## src/rtl/shared_bus_rr.sv

```systemverilog
// shared_bus_rr: round-robin, burst-locked shared bus with a registered, backpressured output.
// Optional macro SHARED_BUS_TIMEOUT_EN force-releases bursts after MAX_BEATS accepted beats.
module shared_bus_rr #(
  parameter int WIDTH     = 8,
  parameter int SOURCES   = 6,
  parameter int MAX_BEATS = 16,
  localparam int IDX_W    = $clog2((SOURCES > 2) ? SOURCES : 2)
) (
  input  logic                       clk,
  input  logic                       rst,
  input  logic [SOURCES-1:0]         req,
  input  logic [SOURCES*WIDTH-1:0]   src_data,
  input  logic [SOURCES-1:0]         src_last,
  output logic [SOURCES-1:0]         src_ack,
  output logic [SOURCES-1:0]         gnt,
  output logic [WIDTH-1:0]           out_data,
  output logic [IDX_W-1:0]           out_src,
  output logic                       out_last,
  output logic                       out_valid,
  input  logic                       out_ready,
  output logic                       timeout
);

  typedef enum logic {S_IDLE = 1'b0, S_OWNED = 1'b1} state_t;

  state_t             r_state, w_state_nxt;
  logic [IDX_W-1:0]   r_owner, r_ptr, w_pick, w_owner_inc;
  logic [SOURCES-1:0] r_gnt, w_ack;
  logic [WIDTH-1:0]   r_data;
  logic [IDX_W-1:0]   r_src;
  logic               r_last, r_valid;
  logic               w_accept, w_release, w_force;

  // First requester at or after start, searching upward and wrapping modulo SOURCES.
  function automatic logic [IDX_W-1:0] first_req(input logic [SOURCES-1:0] rq,
                                                 input logic [IDX_W-1:0]   start);
    logic [IDX_W-1:0] pick;
    logic             found;
    int               idx;
    pick  = start;
    found = 1'b0;
    for (int k = 0; k < SOURCES; k++) begin
      idx = int'(start) + k;
      if (idx >= SOURCES) idx = idx - SOURCES;
      if (!found && rq[IDX_W'(idx)]) begin
        pick  = IDX_W'(idx);
        found = 1'b1;
      end
    end
    return pick;
  endfunction

  assign w_pick      = first_req(req, r_ptr);
  assign w_owner_inc = (r_owner == IDX_W'(SOURCES - 1)) ? '0 : r_owner + 1'b1;
  assign w_accept    = (r_state == S_OWNED) && req[r_owner] && (!r_valid || out_ready);
  assign w_release   = w_accept && (src_last[r_owner] || w_force);

`ifdef SHARED_BUS_TIMEOUT_EN
  localparam int CNT_W = $clog2(MAX_BEATS + 1);
  logic [CNT_W-1:0] r_beats;
  logic             r_timeout;

  // The MAX_BEATS-th accepted beat without last ends the burst as if it were last.
  assign w_force = w_accept && !src_last[r_owner] && (r_beats == CNT_W'(MAX_BEATS - 1));
  assign timeout = r_timeout;

  always_ff @(posedge clk) begin
    if (rst) begin
      r_beats   <= '0;
      r_timeout <= 1'b0;
    end else begin
      r_timeout <= w_force;
      if (w_release)     r_beats <= '0;
      else if (w_accept) r_beats <= r_beats + 1'b1;
    end
  end
`else
  assign w_force = 1'b0;
  assign timeout = 1'b0;
`endif

  always_ff @(posedge clk) begin
    if (rst) r_state <= S_IDLE;
    else     r_state <= w_state_nxt;
  end

  always_comb begin
    w_state_nxt = r_state;
    case (r_state)
      S_IDLE:  if (|req)     w_state_nxt = S_OWNED;
      S_OWNED: if (w_release) w_state_nxt = S_IDLE;
      default: w_state_nxt = S_IDLE;
    endcase
  end

  always_comb begin
    w_ack          = '0;
    w_ack[r_owner] = w_accept;
  end

  always_ff @(posedge clk) begin
    if (rst) begin
      r_owner <= '0;
      r_ptr   <= '0;
      r_gnt   <= '0;
      r_data  <= '0;
      r_src   <= '0;
      r_last  <= 1'b0;
      r_valid <= 1'b0;
    end else begin
      if (r_state == S_IDLE && |req) begin
        r_owner <= w_pick;
        r_gnt   <= SOURCES'(1) << w_pick;
      end
      if (w_release) begin
        r_gnt <= '0;
        r_ptr <= w_owner_inc;
      end
      // Output register: load on accept, drain when the sink takes the beat.
      if (w_accept) begin
        r_data  <= src_data[int'(r_owner) * WIDTH +: WIDTH];
        r_last  <= src_last[r_owner];
        r_src   <= r_owner;
        r_valid <= 1'b1;
      end else if (out_ready) begin
        r_valid <= 1'b0;
      end
    end
  end

  assign src_ack   = w_ack;
  assign gnt       = r_gnt;
  assign out_data  = r_data;
  assign out_src   = r_src;
  assign out_last  = r_last;
  assign out_valid = r_valid;

endmodule

```

## config.mk

```make
export PLATFORM = sky130hd
export DESIGN_NAME = shared_bus_rr
export DESIGN_NICKNAME = d
export VERILOG_FILES = /design/src/rtl/shared_bus_rr.sv
export SDC_FILE = /design/constraint.sdc
export NUM_CORES = 1
export LEC_CHECK = 0
export BUFFER_PORTS_ARGS = -buffer_cell sky130_fd_sc_hd__buf_2
export CAP_MARGIN = 0
export CORE_MARGIN = 2
export CORE_UTILIZATION = 54
export CTS_CLUSTER_DIAMETER = 60
export DETAILED_ROUTE_END_ITERATION = 8
export PLACE_DENSITY = 0.84
export SYNTH_ARGS = -nofsm -noshare
export SYNTH_HDL_FRONTEND = slang
export SYNTH_SLANG_ARGS = --single-unit
```

## constraint.sdc

```tcl
create_clock -name clk -period 6 [get_ports clk]
set_clock_uncertainty 0.2 [all_clocks]
set_input_delay 0.3 -clock clk [delete_from_list [all_inputs] [get_ports clk]]
set_output_delay 0.3 -clock clk [all_outputs]
set_load 0.01 [all_outputs]
```

==> results of run 1 <==
cells in the mapped netlist, types with 4 or more instances:
master,count
sky130_fd_sc_hd__and2_1,4
sky130_fd_sc_hd__nand2b_1,4
sky130_fd_sc_hd__ha_1,8
sky130_fd_sc_hd__o31ai_1,4
sky130_fd_sc_hd__clkbuf_1,12
sky130_fd_sc_hd__o21ai_0,5
sky130_fd_sc_hd__inv_1,10
sky130_fd_sc_hd__a211oi_1,17
sky130_fd_sc_hd__nand3_1,6
sky130_fd_sc_hd__xnor2_1,5
sky130_fd_sc_hd__nand2_1,20
sky130_fd_sc_hd__nor3_1,11
sky130_fd_sc_hd__nor2_1,40
sky130_fd_sc_hd__dfxtp_1,26
sky130_fd_sc_hd__buf_2,4
sky130_fd_sc_hd__mux4_2,10
sky130_fd_sc_hd__a21oi_1,27
sky130_fd_sc_hd__mux2i_1,15
through the flow:
step / utilization, % / total power [mW] / hold slack [ns] / area, um2 / setup slack (ns)
detailed placement: 65.3 / 0.890 / 0.251 / 2820 / 2.01
finish: 66.6 / 1.01 / 0.147 / 2880 / 1.95
global route: 66.6 / 1.09 / 0.185 / 2880 / 1.66
CTS: 66.6 / 1.00 / 0.145 / 2880 / 2.00
floorplan: - / 0.749 / 0.278 / 2420 / 2.77
global placement: 65.3 / 0.869 / 0.241 / 2820 / 2.24
how the worst max path moves through the flow:
stage / endpoint / slack [ns]
2_1_floorplan: gnt[1]$_SDFFE_PP0P_ / 2.77
3_3_place_gp: gnt[1]$_SDFFE_PP0P_ / 2.24
3_5_place_dp: gnt[1]$_SDFFE_PP0P_ / 2.01
4_1_cts: gnt[1]$_SDFFE_PP0P_ / 2.00
5_1_grt: gnt[1]$_SDFFE_PP0P_ / 1.66
6_report: gnt[1]$_SDFFE_PP0P_ / 1.95
area by class of cell:
class | count | area, um2
clock buffers | 4 | 55.1
fillers | 393 | 1450
inverters | 10 | 37.5
multi-input cells | 241 | 1760
flip-flops and latches | 26 | 520
well taps | 52 | 65.1
repair buffers | 88 | 443
where the power goes:
group          internal (mW)  leakage [nW]  switching, mW
clock network         0.0588        0.0288         0.0561
registers              0.212         0.213         0.0460
logic                  0.280         0.973          0.359
cell usage in the layout, fill, tap and decap left out, types with 5 or more instances in the layout:
cell type | Yosys | routed
sky130_fd_sc_hd__nand3_1 | 6 | 6
sky130_fd_sc_hd__nor2_1 | 40 | 40
sky130_fd_sc_hd__inv_1 | 10 | 10
sky130_fd_sc_hd__buf_2 | 4 | 87
sky130_fd_sc_hd__mux4_2 | 10 | 10
sky130_fd_sc_hd__nand2_1 | 20 | 20
sky130_fd_sc_hd__a21oi_1 | 27 | 27
sky130_fd_sc_hd__o21ai_0 | 5 | 5
sky130_fd_sc_hd__mux2i_1 | 15 | 15
sky130_fd_sc_hd__dfxtp_1 | 26 | 26
sky130_fd_sc_hd__nor3_1 | 11 | 11
sky130_fd_sc_hd__a211oi_1 | 17 | 17
sky130_fd_sc_hd__ha_1 | 8 | 8
sky130_fd_sc_hd__xnor2_1 | 5 | 5
kinds of logic after synthesis:
| logic type | Yosys count | share of synthesized area (%) |
|---|---|---|
| mux | 30 | 18.1 |
| compound gates | 83 | 24.4 |
| fa+ha+maj | 8 | 4.13 |
| buf+inv | 31 | 5.94 |
| other cells | 1 | 0.155 |
| flops | 26 | 21.5 |
| xor+xnor | 8 | 3.20 |
| simple gates | 111 | 22.5 |
state kept, by name (all words and copies together), names as in the netlist:
name / cells
out_data: 8
gnt: 6
out_src: 3
r_owner: 3
r_ptr: 3
out_last: 1
out_valid: 1
r_state: 1
tightest hold or removal path, delay by kind of cell:
family	cells	cell delay, ns
buffers and inverters	1	0.07
AO/OA/AOI/OAI	1	0.07
AND/OR/NAND/NOR	1	0.13
layer usage:
layer,part of all wire [%],global-route usage [%],vias to the layer above
met5,0,0,-
met4,1.2,7.97,0
met3,5.1,3.28,11
met2,50,45.1,89
met1,44,36.0,1189
li1,-,-,1262
==> flow_summary.yaml, run 1 <==
timing:
  final-setup-viol-count: 0
  final_min_period_over_clock_period_pct: 67.5
  max_clock_freq_mhz: 247
  max-slew-margin-rel_pct: 47.8
  worst_slew_pin_slew_ns: 0.783
  final.min_clock_period_ns: 4.05
  report.final.slew_viol_count: 0
  rsz_0062_raised_after_global_routing: "no"
  timing.final.hold_violations: 0
  fin_setup_tns_ns: 0
setup_path:
  critical_path.startpoint: "r_ptr[0]$_SDFFE_PP0P_"
  crit_family: "compound AO/OA/AOI/OAI gates"
  startpoint_type: "register"
  endpoint_kind: "register"
  required_ns: 5.97
  crit_path_max_incr_delay_ns: 0.84
  path_length_in_cells_of_the_critical_path: 10
  r2r_worst_path_depth: 10
  critical_path.reg2reg.endpoint: "gnt[1]$_SDFFE_PP0P_"
  cp_cell_sequence: "inv_1 > ha_1 > nand4_1 > a22oi_1 > mux2i_1 > nand3_1 > a311oi_2 > xnor2_1 > nor2_1 > a32o_1"
  timing.critical_path.fanout_max: 19
  critPathArrivalTime_ns: 4.02
  crit_slowest_cell: "sky130_fd_sc_hd__dfxtp_1"
  critPathKind: "reg2reg"
  timing.rr.start: "r_ptr[0]$_SDFFE_PP0P_"
  r2r_slack_ns: 1.95
  timing.critical_path.buf_inv: 1
clock_network:
  clkTransAtPathRegs_ns: 0.09
  clockBufferDepth: 2
  htree_num_levels: 1
  clk_latency_ns: 0.27
  cts_root_buffer: "sky130_fd_sc_hd__clkbuf_8"
  postCtsResizedCells: 0
  cts_num_sinks: 26
  cts_tree: "built"
  ctsHoldBuffers: 0
  cts_made_buffers: 3
  cts_setup_buffers: 0
layout:
  instances_no_fill: 421
  syn2layout_area_growth_pct: 18.9
  post_route_cells_drive_above_1_share_pct: 31.7
  n_antenna_cell: 0
  finalNetCount: 441
synth:
  yosysUniqueCellTypes: 62
  synth-main-ff-cell: "sky130_fd_sc_hd__dfxtp_1"
  synth.top_cells.by_area: "sky130_fd_sc_hd__dfxtp_1 21%, sky130_fd_sc_hd__mux4_2 9.3%, sky130_fd_sc_hd__mux2i_1 6.2%"
  netlist_area_mm2: 0.00242
  syn_area_per_cell_um2: 8.12
  postSynth.asyncResetShare_pct: 0
  synth_warnings: 0
  synth_sequential_area_ratio_pct: 21.5
  edff_count_synth: 0
  synth_largest_type_area_fraction_pct: 21.5
  count_of_state_elements_after_synthesis: 26
  yosys.area.top_type: "sky130_fd_sc_hd__dfxtp_1"
  syn-instance-count: 298
  mappedNetlistNets: 369
placement:
  portBuffers: 87
  place.gp.congestion: 0.998
  dpl.cell_count: 417
  detailedPlacementHpwl_um: 5240
flow_run:
  max-cap-violations: 0
route:
  avgRoutedWirePerCell_um: 15.9
  drc: 0
  drt.antenna.violating_nets: 0
  routed_wl_um: 6690
  routed_via_density: 6.06
  vias: 2551
  drt-initial-drc-count: 194
  drt_pre_antenna_iters: 4
power:
  power_density_mw_per_mm2: 352
  power.ir.vdd_worst_mv: 0.211
  power.leakage_nw: 1.21
grt:
  globalRoute.totalOverflow: 0
  number_of_global_route_vias_before_repair: 2398
  grt_first_pass_wirelength_um: 11000
  pin_count_of_the_biggest_net_entering_global_routing: 31
  grt_total_usage_pct: 26.7
  antenna_found_initial: 0
floorplanning:
  floorplan.io_pins: 89
  initial_utilization_pct: 56.0
  fp.dieArea_mm2: 0.00504
  placement_rows: 24
  die_y_um: 71.0
  core-area_mm2: 0.00432
  die_width_um: 71.0
min_path:
  worstHoldStart: "out_ready"
  hold_path_class: "in2reg"
  min_path_cells: 3
  endpoint_of_the_worst_hold_timing_path: "out_valid$_SDFFE_PP0P_"
status:
  status: "complete, no violations"
(Power assumes the default switching activity.)
==> run 2, diff against run 1 <==
ABC_AREA = 1   (was unset)
CORE_UTILIZATION = 45   (was 54)
PLACE_DENSITY = 0.75   (was 0.84)
clock period = 3.31 ns   (was 6 ns; I/O delays follow)
==> flow_summary.yaml, run 2 <==
timing:
  report.final.slew_viol_count: 0
  rsz_0062_raised_after_global_routing: "no"
  final.min_clock_period_ns: 2.98
  final_min_period_over_clock_period_pct: 90.0
  timing.final.hold_violations: 0
  hold_ws_ns: 0.125
  max_clock_freq_mhz: 336
  final-setup-viol-count: 0
  max-slew-margin-rel_pct: 61.2
  fin_setup_tns_ns: 0
  worst_slew_pin_slew_ns: 0.582
synth:
  synth-simple-area-share_pct: 36.0
  synth-main-ff-cell: "sky130_fd_sc_hd__dfxtp_1"
  mappedNetlistNets: 468
  synth_warnings: 0
  edff_count_synth: 0
  syn-instance-count: 397
  postSynth.asyncResetShare_pct: 0
  post-synth-top-count-cell: "sky130_fd_sc_hd__nand2_1"
  synth_compound_area_share_pct: 25.7
  synth.top_cells.by_area: "sky130_fd_sc_hd__dfxtp_1 22%, sky130_fd_sc_hd__nand2_1 15%, sky130_fd_sc_hd__a21oi_1 11%"
  synth_sequential_area_ratio_pct: 21.8
  netlist_area_mm2: 0.00239
  synth_largest_type_area_fraction_pct: 21.8
  yosys-mux-area-fraction_pct: 0
  yosysUniqueCellTypes: 38
  largest_family_of_logic_cells_by_synthesized_area: "simple AND/OR/NAND/NOR gates"
  synth_top_cells_by_count: "97 x sky130_fd_sc_hd__nand2_1, 53 x sky130_fd_sc_hd__a21oi_1, 43 x sky130_fd_sc_hd__inv_1"
  count_of_state_elements_after_synthesis: 26
  yosys.area.top_type: "sky130_fd_sc_hd__dfxtp_1"
  synth_xor_area_share_pct: 0.733
  synth-adder-area-share_pct: 4.19
  syn_area_per_cell_um2: 6.02
status:
  status: "complete, no violations"
placement:
  portBuffers: 87
  dpl.cell_count: 547
  placement.cell_area_mm2: 0.00290
  place.gp.congestion: 0.857
  detailedPlacementHpwl_um: 5610
layout:
  layout.cells.most_common_list: "97 x sky130_fd_sc_hd__nand2_1, 87 x sky130_fd_sc_hd__buf_2, 53 x sky130_fd_sc_hd__a21oi_1"
  post_route_cells_drive_above_1_share_pct: 28.2
  n_antenna_cell: 0
  non_filler_cell_area_final_mm2: 0.00299
  finalNetCount: 555
  final_core_utilization_pct: 58.6
  final.fill_count: 518
  syn2layout_area_growth_pct: 25.3
  largest_register_ff_count: 8
  layout.cells.most_common: "sky130_fd_sc_hd__nand2_1"
  instances_no_fill: 553
route:
  drt.antenna.violating_nets: 0
  avgRoutedWirePerCell_um: 13.2
  vias: 2922
  routed_via_density: 5.28
  drt_pre_antenna_iters: 5
  drt-initial-drc-count: 136
  routed_wl_um: 7310
  drc: 0
floorplanning:
  core-area_mm2: 0.00511
  floorplan.io_pins: 89
  die_width_um: 76.9
  fp.dieArea_mm2: 0.00591
  initial_utilization_pct: 46.8
  die_y_um: 76.9
  placement_rows: 26
clock_network:
  cts_num_sinks: 26
  clkTransAtPathRegs_ns: 0.10
  cts_made_buffers: 3
  clk_latency_ns: 0.28
  cts_setup_buffers: 0
  clockBufferDepth: 2
  cts_tree: "built"
  cts_root_buffer: "sky130_fd_sc_hd__clkbuf_8"
  htree_num_levels: 1
power:
  power.leakage_nw: 1.55
  power_density_mw_per_mm2: 966
  power.ir.vdd_worst_mv: 0.404
setup_path:
  crit_slowest_cell: "sky130_fd_sc_hd__dfxtp_4"
  timing.critical_path.mode_cell: "sky130_fd_sc_hd__nand2_1"
  critPathArrivalTime_ns: 2.97
  cp_cell_sequence: "inv_1 > ha_1 > inv_1 > nand2_1 > nand2_1 > nand2_1 > nand2_1 > nand2_1 > nand2_1 > nand3_1 > inv_1 > nand4_1 > nor2_1 > nor2_1 > nand2_1 > nand2_2 > a21oi_2 > nor2_2 > o21ai_1 > inv_1"
  timing.critical_path.fanout_max: 8
  required_ns: 3.30
  endpoint_kind: "register"
  critPathKind: "reg2reg"
  crit_path_max_incr_delay_ns: 0.40
  startpoint_type: "register"
min_path:
  hold_path_class: "in2reg"
grt:
  number_of_global_route_vias_before_repair: 2764
  grt_first_pass_wirelength_um: 12500
  globalRoute.totalOverflow: 0
  antenna_found_initial: 0
  pin_count_of_the_biggest_net_entering_global_routing: 22
  grt_total_usage_pct: 25.3
flow_run:
  max-cap-violations: 0
## run 2: cell count changes after synthesis, moves of 10 or more
cell	previous run	this run
sky130_fd_sc_hd__mux4_2	10	0
sky130_fd_sc_hd__o21ai_0	5	23
sky130_fd_sc_hd__nand3_1	6	22
sky130_fd_sc_hd__nor2_1	40	28
sky130_fd_sc_hd__inv_1	10	43
sky130_fd_sc_hd__a211oi_1	17	0
sky130_fd_sc_hd__mux2i_1	15	0
sky130_fd_sc_hd__nand2_2	0	10
sky130_fd_sc_hd__a21oi_1	27	53
sky130_fd_sc_hd__nand2_1	20	97
sky130_fd_sc_hd__a22oi_1	3	16
## run 2: final timing paths
kind / start / to / slack (ns) / depth (start not counted)
worst max register to register: r_ptr[1]$_SDFFE_PP0P_ / r_owner[2]$_SDFFE_PP0P_ / 0.33 / 20
worst min-delay path: src_data[39] / out_data[7]$_SDFFE_PP0P_ / 0.12 / 5
worst min register to register: gnt[2]$_SDFFE_PP0P_ / gnt[2]$_SDFFE_PP0P_ / 0.27 / 2
worst max-delay path: r_ptr[1]$_SDFFE_PP0P_ / r_owner[2]$_SDFFE_PP0P_ / 0.33 / 20
## run 2: timing repair
item,in CTS,in global routing
endpoints found under the setup margin,0,8
hold buffers,2,0
gates resized for setup,0,2
hold endpoints to repair,3,0
## run 2: worst max-delay path: cells and delay by family, from the launching register on
family	cells	cell delay, ns
AO/OA/AOI/OAI	2	0.30
adder cells (fa/ha/maj)	1	0.33
buffers and inverters	4	0.47
flip-flops	1	0.40
AND/OR/NAND/NOR	13	1.21
## run 2: per-layer routing
metal / track usage, % / vias to the layer above / wire length [um] / share of wire, %
met5: 0 / - / 0 / 0
met4: 9.82 / 0 / 156 / 2.1
met1: 30.1 / 1306 / 3130 / 43
met3: 4.00 / 15 / 448 / 6.1
met2: 45.4 / 119 / 3570 / 49
li1: - / 1482 / - / -
## run 2: cell families (layout without fill, tap and decap cells)
| family | count (synthesis) | count (layout) |
|---|---|---|
| AO/OA/AOI/OAI | 109 | 109 |
| XOR/XNOR | 2 | 2 |
| adder cells (fa/ha/maj) | 8 | 8 |
| buffers and inverters | 68 | 154 |
| flip-flops | 26 | 26 |
| other | 1 | 1 |
| AND/OR/NAND/NOR | 183 | 183 |
## run 2: metrics by stage
step | setup slack, ns | power (mW)
after floorplan | 0.492 | 2.09
after global placement | 0.279 | 2.56
after detailed placement | 0.191 | 2.59
after CTS | 0.144 | 2.87
after global routing | 0.0200 | 3.18
final | 0.330 | 2.89
## run 2: cell type report
cell class                      instances  area [um2]  area share (%)
Clock buffer                            3        41.3            1.38
Clock inverter                          1        30.0            1.00
Inverter                               53         199            6.64
Multi-Input combinational cell        303        1600            53.3
Sequential cell                        26         524            17.5
Tap cell                               70        87.6            2.93
Timing Repair Buffer                   97         515            17.2
## run 2: power breakdown
part / switching [mW] / total (mW) / internal (mW) / leakage (nW)
Combinational: 1.39 / 2.12 / 0.734 / 1.30
Clock: 0.108 / 0.270 / 0.162 / 0.0357
Sequential: 0.0825 / 0.504 / 0.422 / 0.214
==> run 3, diff against run 2 <==
PLACE_DENSITY = 0.84   (was 0.75)
==> flow_summary.yaml, run 3 (synthesis results as in run 2) <==
status:
  status: "complete, no violations"
setup_path:
  endpoint_kind: "register"
  critPathArrivalTime_ns: 2.94
  crit_slowest_cell: "sky130_fd_sc_hd__dfxtp_4"
  cp_cell_sequence: "inv_1 > ha_1 > inv_2 > nand2_2 > nand3_2 > nand2_1 > nand2_1 > nand2_2 > nand2_1 > nand3_2 > nand2_2 > nand3_1 > nand2_1 > nand2_1 > nand2_1 > nand2_2 > a21oi_2 > nor2_2 > o21ai_1 > inv_1"
  crit_path_max_incr_delay_ns: 0.40
  timing.critical_path.fanout_max: 9
  startpoint_type: "register"
  r2r_slack_ns: 0.34
  critical_path.startpoint: "r_ptr[1]$_SDFFE_PP0P_"
  required_ns: 3.29
  timing.rr.start: "r_ptr[1]$_SDFFE_PP0P_"
  critPathKind: "reg2reg"
  timing.critical_path.mode_cell: "sky130_fd_sc_hd__nand2_1"
  timing.critical_path.buf_inv: 3
  crit_family: "simple AND/OR/NAND/NOR gates"
route:
  drt-initial-drc-count: 153
  vias: 2934
  routed_wl_um: 7260
  drt_pre_antenna_iters: 5
  routed_via_density: 5.31
  avgRoutedWirePerCell_um: 13.1
  drc: 0
  drt.antenna.violating_nets: 0
floorplanning:
  fp.dieArea_mm2: 0.00591
  core-area_mm2: 0.00511
  placement_rows: 26
  floorplan.io_pins: 89
  initial_utilization_pct: 46.8
  die_y_um: 76.9
  die_width_um: 76.9
layout:
  finalNetCount: 555
  n_antenna_cell: 0
  final_core_utilization_pct: 58.6
  layout.cells.most_common_list: "97 x sky130_fd_sc_hd__nand2_1, 87 x sky130_fd_sc_hd__buf_2, 53 x sky130_fd_sc_hd__a21oi_1"
  instances_no_fill: 553
  post_route_cells_drive_above_1_share_pct: 28.4
  syn2layout_area_growth_pct: 25.3
  largest_register_ff_count: 8
  layout.cells.most_common: "sky130_fd_sc_hd__nand2_1"
power:
  power.leakage_nw: 1.55
  intPower_mw: 1.32
  comb_power_share_pct: 72.9
  sequentialPowerShare_pct: 18.0
  power_density_mw_per_mm2: 966
  power.ir.vdd_worst_mv: 0.429
  p_total_mw: 2.89
  switching_share_pct: 54.4
  total_switching_power_mw: 1.57
  clock_power_share_pct: 9.1
grt:
  antenna_found_initial: 0
  globalRoute.totalOverflow: 0
  grt_total_usage_pct: 25.2
  grt_first_pass_wirelength_um: 12600
  number_of_global_route_vias_before_repair: 2865
  pin_count_of_the_biggest_net_entering_global_routing: 22
placement:
  place.gp.congestion: 0.903
  portBuffers: 87
  detailedPlace.worstSlack_ns: 0.242
  dpl.cell_count: 547
  detailedPlacementHpwl_um: 5610
clock_network:
  htree_num_levels: 1
  cts_num_sinks: 26
  cts_tree: "built"
  clk_latency_ns: 0.27
  cts_root_buffer: "sky130_fd_sc_hd__clkbuf_8"
  cts_setup_buffers: 0
  clkTransAtPathRegs_ns: 0.09
  cts_made_buffers: 3
  clockBufferDepth: 2
timing:
  max_clock_freq_mhz: 337
  final.min_clock_period_ns: 2.97
  worst_slew_pin_slew_ns: 0.587
  rsz_0062_raised_after_global_routing: "no"
  worst_slack_ns: 0.345
  final-setup-viol-count: 0
  timing.final.hold_violations: 0
  final_min_period_over_clock_period_pct: 89.6
  report.final.slew_viol_count: 0
  max-slew-margin-rel_pct: 60.8
  fin_setup_tns_ns: 0
min_path:
  worstHoldStart: "src_data[33]"
  hold_path_class: "in2reg"
flow_run:
  max-cap-violations: 0
[run 3: changes by cell type in the layout (fill, tap and decap cells not counted)]
| cell | previous run | this run |
|---|---|---|
| sky130_fd_sc_hd__inv_1 | 43 | 42 |
| sky130_fd_sc_hd__inv_2 | 7 | 8 |
[run 3: repair_timing]
| action | CTS | global route |
|---|---|---|
| hold endpoints to repair | 3 | 0 |
| endpoints found under the setup margin | 0 | 8 |
| gates resized for setup | 0 | 3 |
| hold buffers | 2 | 0 |
[run 3: layer usage]
layer	up-vias	routed length [um]	global-route usage [%]
li1	1482	-	-
met1	1316	3070	30.2
met2	125	3580	46.0
met3	11	508	3.41
met4	0	97	8.55
met5	-	0	0
[run 3: layout make-up]
class / count / area [um2]
fillers: 494 / 2110
multi-input cells: 303 / 1600
flip-flops and latches: 26 / 524
repair buffers: 97 / 515
inverters: 53 / 199
well taps: 70 / 87.6
clock buffers: 3 / 41.3
clock inverters: 1 / 30.0
[run 3: through the flow]
step | instance area, um2 | hold slack [ns]
after global routing | 2990 | 0.178
after floorplan | 2390 | 0.0346
after detailed placement | 2900 | 0.225
after global placement | 2900 | 0.215
after CTS | 2990 | 0.145
final | 2990 | 0.153
[run 3: final timing paths]
check | end | depth (start not counted)
worst min register to register | gnt[0]$_SDFFE_PP0P_ | 2
worst max register to register | r_owner[2]$_SDFFE_PP0P_ | 20
worst max-delay path | r_owner[2]$_SDFFE_PP0P_ | 20
worst min-delay path | out_data[1]$_SDFFE_PP0P_ | 5
[run 3: power groups by stage]
stage	registers, mW	clock network, mW	logic, mW
final	0.521	0.263	2.11
after floorplan	0.518	0	1.57
after CTS	0.514	0.263	2.08
after global placement	0.515	0	2.00
after global routing	0.529	0.282	2.39
after detailed placement	0.516	0	2.06
[run 3: tightest hold or removal path: stages]
cell and delay (ns):
sky130_fd_sc_hd__buf_2 0.10, sky130_fd_sc_hd__nand2_1 0.05, sky130_fd_sc_hd__a21oi_1 0.05, sky130_fd_sc_hd__a21oi_1 0.14, sky130_fd_sc_hd__a21oi_1 0.07
